File: src/rtl/anton_neopixel_pixel_shifter.sv
// NeoPixel pixel shifter: holds the current 24-bit pixel, prefetches the next one
// from the pixel buffer and turns the stream timing indices into the serial waveform.
`ifndef BUFFER_END_DEFAULT
`define BUFFER_END_DEFAULT 255
`endif

module anton_neopixel_pixel_shifter #(
  parameter  int unsigned BUFFER_END  = `BUFFER_END_DEFAULT,
  parameter  int unsigned T0H_TICKS   = 2,
  parameter  int unsigned T1H_TICKS   = 5,
  localparam int unsigned BUFFER_BITS = $clog2(BUFFER_END + 1)
) (
  input  logic                   clk6_4mhz,
  input  logic                   reset,
  input  logic                   regCtrl32bit,
  input  logic                   streamOutput,
  input  logic                   streamBitOf,
  input  logic [2:0]             bitPatternIndex,
  input  logic [4:0]             pixelBitIndex,
  input  logic [BUFFER_BITS-1:0] pixelIndex,
  input  logic [BUFFER_BITS-1:0] pixelIndexMax,
  output logic                   bufferReadEn,
  output logic [BUFFER_BITS-1:0] bufferReadAddr,
  input  logic [31:0]            bufferReadData,
  input  logic                   underflowClear,
  output logic                   neoData,
  output logic                   nextValid,
  output logic                   underflow
);

  typedef enum logic {LOAD, SHIFT} state_t;

  state_t                 state;
  logic [23:0]            cur_pixel;
  logic [23:0]            next_pixel;
  logic                   cur_valid;
  logic                   read_pending;

  logic [2:0]             red;
  logic [2:0]             green;
  logic [1:0]             blue;
  logic [23:0]            decoded;
  logic [23:0]            aligned;
  logic                   cur_bit;
  logic                   tick_high;
  logic                   load_capture;
  logic                   prefetch_tick;
  logic [BUFFER_BITS-1:0] index_equiv;
  logic [BUFFER_BITS-1:0] next_idx;
  logic                   unused_data_hi;

  assign unused_data_hi = ^bufferReadData[31:24];

  // Pixel decode, next-fetch address and current-bit waveform level.
  always_comb begin
    red           = bufferReadData[7:5];
    green         = bufferReadData[4:2];
    blue          = bufferReadData[1:0];
    decoded       = regCtrl32bit ? bufferReadData[23:0]
                  : {green, green, green[2:1], red, red, red[2:1], blue, blue, blue, blue};
    index_equiv   = regCtrl32bit ? {pixelIndex[BUFFER_BITS-1:2], 2'b11} : pixelIndex;
    next_idx      = (index_equiv == pixelIndexMax) ? '0
                  : pixelIndex + (regCtrl32bit ? BUFFER_BITS'(4) : BUFFER_BITS'(1));
    aligned       = cur_pixel << pixelBitIndex;
    cur_bit       = aligned[23];
    tick_high     = 32'(bitPatternIndex) < (cur_bit ? T1H_TICKS : T0H_TICKS);
    // A read without a pending prefetch is a LOAD-state refetch of the current pixel.
    load_capture  = bufferReadEn && !read_pending;
    prefetch_tick = (bitPatternIndex == 3'd0) && (pixelBitIndex == 5'd0);
  end

  always_ff @(posedge clk6_4mhz or posedge reset) begin
    if (reset) begin
      state          <= LOAD;
      neoData        <= 1'b0;
      bufferReadEn   <= 1'b0;
      bufferReadAddr <= '0;
      cur_pixel      <= '0;
      next_pixel     <= '0;
      cur_valid      <= 1'b0;
      nextValid      <= 1'b0;
      underflow      <= 1'b0;
      read_pending   <= 1'b0;
    end else begin
      if (underflowClear) underflow <= 1'b0;

      if (!streamOutput) begin
        // Idle: keep the current pixel loaded from the stream position; drop any prefetch.
        state          <= LOAD;
        bufferReadEn   <= 1'b1;
        bufferReadAddr <= pixelIndex;
        read_pending   <= 1'b0;
        nextValid      <= 1'b0;
        neoData        <= 1'b0;
        if (load_capture) begin
          cur_pixel <= decoded;
          cur_valid <= 1'b1;
        end
      end else begin
        state   <= SHIFT;
        neoData <= cur_valid && tick_high;

        if (load_capture) begin
          cur_pixel <= decoded;
          cur_valid <= 1'b1;
        end
        if (state == LOAD && !cur_valid && !load_capture) underflow <= 1'b1;

        if (prefetch_tick) begin
          bufferReadEn   <= 1'b1;
          bufferReadAddr <= next_idx;
          read_pending   <= 1'b1;
        end else begin
          bufferReadEn   <= 1'b0;
          read_pending   <= 1'b0;
        end

        if (read_pending) begin
          next_pixel <= decoded;
          nextValid  <= 1'b1;
        end

        // Pixel boundary: promote the prefetch, or transmit the next pixel dark.
        if (streamBitOf) begin
          if (nextValid) begin
            cur_pixel <= next_pixel;
            cur_valid <= 1'b1;
            nextValid <= 1'b0;
          end else begin
            cur_valid <= 1'b0;
            underflow <= 1'b1;
          end
        end
      end
    end
  end

endmodule

File: config.mk
export PLATFORM = sky130hd
export DESIGN_NAME = anton_neopixel_pixel_shifter
export DESIGN_NICKNAME = d
export VERILOG_FILES = /design/src/rtl/anton_neopixel_pixel_shifter.sv
export SDC_FILE = /design/constraint.sdc
export NUM_CORES = 1
export LEC_CHECK = 0
export CAP_MARGIN = 5
export CORE_UTILIZATION = 34
export CTS_CLUSTER_SIZE = 10
export DETAILED_ROUTE_END_ITERATION = 8
export HOLD_SLACK_MARGIN = 0.12
export PLACE_DENSITY_LB_ADDON = 0.05
export SYNTH_ARGS = -nofsm -noshare
export SYNTH_HDL_FRONTEND = slang
export SYNTH_SLANG_ARGS = --single-unit
File: constraint.sdc
create_clock -name clk6_4mhz -period 2.9 [get_ports clk6_4mhz]
set_input_delay 0.87 -clock clk6_4mhz [delete_from_list [all_inputs] [get_ports clk6_4mhz]]
set_output_delay 0.87 -clock clk6_4mhz [all_outputs]
set_load 0.02 [all_outputs]
==> impl_metrics.tcl <==
set metrics [dict create \
    status "complete, no violations" \
    fin_util_pct 47.0 \
    final_cell_mix "68 x a21oi_1, 65 x clkdlybuf4s50_1, 63 x dfrtp_1" \
    tightest_slew_ns 0.451 \
    peakVddDrop_mv 0.206 \
    wl_per_cell_um 14.7 \
    drt_iter0_drc 104 \
    avgSynthCellArea_um2 9.08 \
    clk_latency_ns 0.34 \
    cts_tree "built" \
    slowest_delay_ns 0.53 \
    relSlewSlack_pct 69.9 \
    final.period_utilization_pct 96.0 \
    cpMaxStageDelayCell "mux4_2" \
    viasPerCell 4.83 \
    syn_area_mm2 0.00323 \
    mostFrequentLayoutCell "a21oi_1" \
    maxCapViolCount 0 \
    coreArea_mm2 0.00924 \
    cp.required_ns 3.16 \
    timing.fmax_mhz 359 \
    antenna_found_initial 0 \
    syn_inst 356 \
    grt-ovfl-total 0 \
    power.density_mw_per_mm2 520 \
    diodes 0 \
    port-buffer-count 65 \
    hold_class "flop to flop" \
    routed_wl_um 8250 \
    cts_buffers 9 \
    root_buffer "clkbuf_8" \
    grt_use_total_pct 17.9 \
    antenna_left 0 \
    yosysWarnings 0 \
    die_y_um 99.5 \
    synth_seq_cells 63 \
    drtPass1Iterations 4 \
    min_period_ns 2.78 \
    finalClockSkew_ns 0.00483 \
    initial_core_util_pct 35.0 \
    critical_path_class "input port to flop" \
    yosysUniqueCellTypes 35 \
    vias 2715 \
    drc 0 \
    endpoint_kind "flop" \
    power.leakage_nw 1.80 \
    cp_cell_sequence "clkdlybuf4s50_1 > buf_6 > mux4_2 > a22oi_2 > a311oi_2 > nor2_2 > ha_1 > nand2_1 > nand4b_1 > a31oi_1" \
    grt_pass1_vias 2666 \
    htreeDepth 3 \
    grt_max_degree 64 \
    seq_area_frac_synth_pct 48.8 \
    grt_pass1_wl_um 13500 \
    pin_count 74 \
    slew_violations 0 \
    gp_congestion 0.726 \
    finalHoldViolations 0 \
    setup_viol 0 \
    layout.nets 496 \
    synth_nets 424 \
    tns_ns 0 \
    fp.dieW_um 99.5 \
    clk_pin_slew_ns 0.07 \
    cp.arrival_ns 3.04 \
    startpoint_type "input port" \
    num_rows 35 \
    area_growth_pct 34.3 \
    die-area_mm2 0.00990 \
    dpl.hpwl_um 5660 \
    drive_gt1_share_pct 11.1 \
    clkSinkCount 63 \
    cts.path.max_buffers 2 \
    path_max_fanout 6 \
]
[report_power, final]
group | internal (mW) | switching (mW)
registers | 0.956 | 0.0434
clock network | 0.508 | 0.356
logic | 0.206 | 0.188
total | 1.67 | 0.587
[Yosys cell counts, drive strengths merged]
| cell type | number | share of area, % |
|---|---|---|
| nor3b | 1 | 0.23 |
| nor3 | 1 | 0.15 |
| nor4 | 2 | 0.39 |
| o41ai | 1 | 0.27 |
| o21bai | 1 | 0.23 |
| nand2 | 36 | 4.2 |
| xor2 | 3 | 0.81 |
| a22oi | 6 | 1.4 |
| buf | 8 | 1.4 |
| nand2b | 2 | 0.39 |
| xnor2 | 11 | 3.0 |
| a311oi | 1 | 0.27 |
| and2 | 2 | 0.39 |
| o31ai | 5 | 1.2 |
| ha | 6 | 2.3 |
| o22ai | 1 | 0.19 |
| inv | 9 | 1.0 |
| nand3 | 4 | 0.62 |
| dfrtp | 63 | 49 |
| o21ai | 29 | 4.5 |
| a21oi | 68 | 11 |
| nand4b | 1 | 0.27 |
| and3 | 2 | 0.39 |
| mux2 | 4 | 1.4 |
| mux2i | 4 | 1.2 |
| nor2b | 10 | 1.9 |
| clkbuf | 13 | 1.5 |
| nor2 | 53 | 6.2 |
| a31oi | 2 | 0.39 |
| mux4 | 5 | 3.9 |
| or2 | 2 | 0.39 |
[final cells by class]
| type | count | area [µm²] |
|---|---|---|
| clock buffer | 11 | 141 |
| sequential | 63 | 1580 |
| timing repair buffer | 82 | 807 |
| inverter | 9 | 33.8 |
| fill | 908 | 4900 |
| clock inverter | 5 | 81.3 |
| multi-input combinational | 263 | 1540 |
| tap | 129 | 161 |
[what timing repair did]
action	in CTS	in global routing
setup buffers	0	0
setup endpoints to repair	0	1
hold buffers	0	0
resized for setup	0	8
[layer usage]
| metal | up-vias | share of wire (%) | GRT usage (%) |
|---|---|---|---|
| li1 | 1369 | - | - |
| met4 | 0 | 1.5 | 5.43 |
| met2 | 70 | 45 | 28.6 |
| met3 | 9 | 5.2 | 5.20 |
| met5 | - | 0 | 0 |
| met1 | 1267 | 48 | 23.6 |
[state kept, by name (all words and copies together) (netlist names)]
register	flops
bufferReadAddr	8
bufferReadEn	1
cur_pixel	24
cur_valid	1
neoData	1
nextValid	1
next_pixel	24
read_pending	1
state	1
underflow	1
[critical path: cells and delay by family]
family	cells	cell delay [ns]
buf+inv	2	0.63
mux	1	0.53
compound gates	3	0.47
simple gates	3	0.30
fa+ha+maj	1	0.26
[metrics by stage]
step / power (mW) / instance area, µm² / setup WS [ns] / hold WS (ns) / instances
final: 2.26 / 4340 / 0.116 / 0.434 / 562
after global routing: 2.38 / 4340 / -0.000837 / 0.458 / 562
after CTS: 2.29 / 4320 / 0.0255 / 0.433 / 562
after detailed placement: 1.41 / 4100 / -0.327 / 0.426 / 546
after global placement: 1.40 / 4100 / -0.268 / 0.410 / 546
after floorplan: 1.22 / 3230 / 0.346 / 0.409 / 356
[logic make-up (layout without fill, tap and decap cells)]
group                    after synthesis  count (layout)  share of synthesized area (%)
AND/OR/NAND/NOR                      116             116                           15.6
AO/OA/AOI/OAI                        114             114                           18.9
flip-flops                            63              63                           48.8
buffers and inverters                 30             107                           4.03
XOR/XNOR                              14              14                           3.79
multiplexers                          13              13                           6.58
adder cells (fa/ha/maj)                6               6                           2.32
[final timing paths]
check	cells past startpoint	endpoint	start	slack [ns]
max in group asynchronous	3	cur_pixel[17]$_DFF_PP0_	reset	1.69
min in group asynchronous	3	cur_valid$_DFF_PP0_	reset	0.91
worst min-delay path	1	underflow$_DFF_PP0_	state$_DFF_PP0_	0.43
worst max register to register	8	neoData$_DFF_PP0_	cur_pixel[5]$_DFF_PP0_	0.92
worst max-delay path	10	neoData$_DFF_PP0_	pixelBitIndex[0]	0.12
worst min register to register	1	underflow$_DFF_PP0_	state$_DFF_PP0_	0.43
Power figures use the tool's default switching activity.
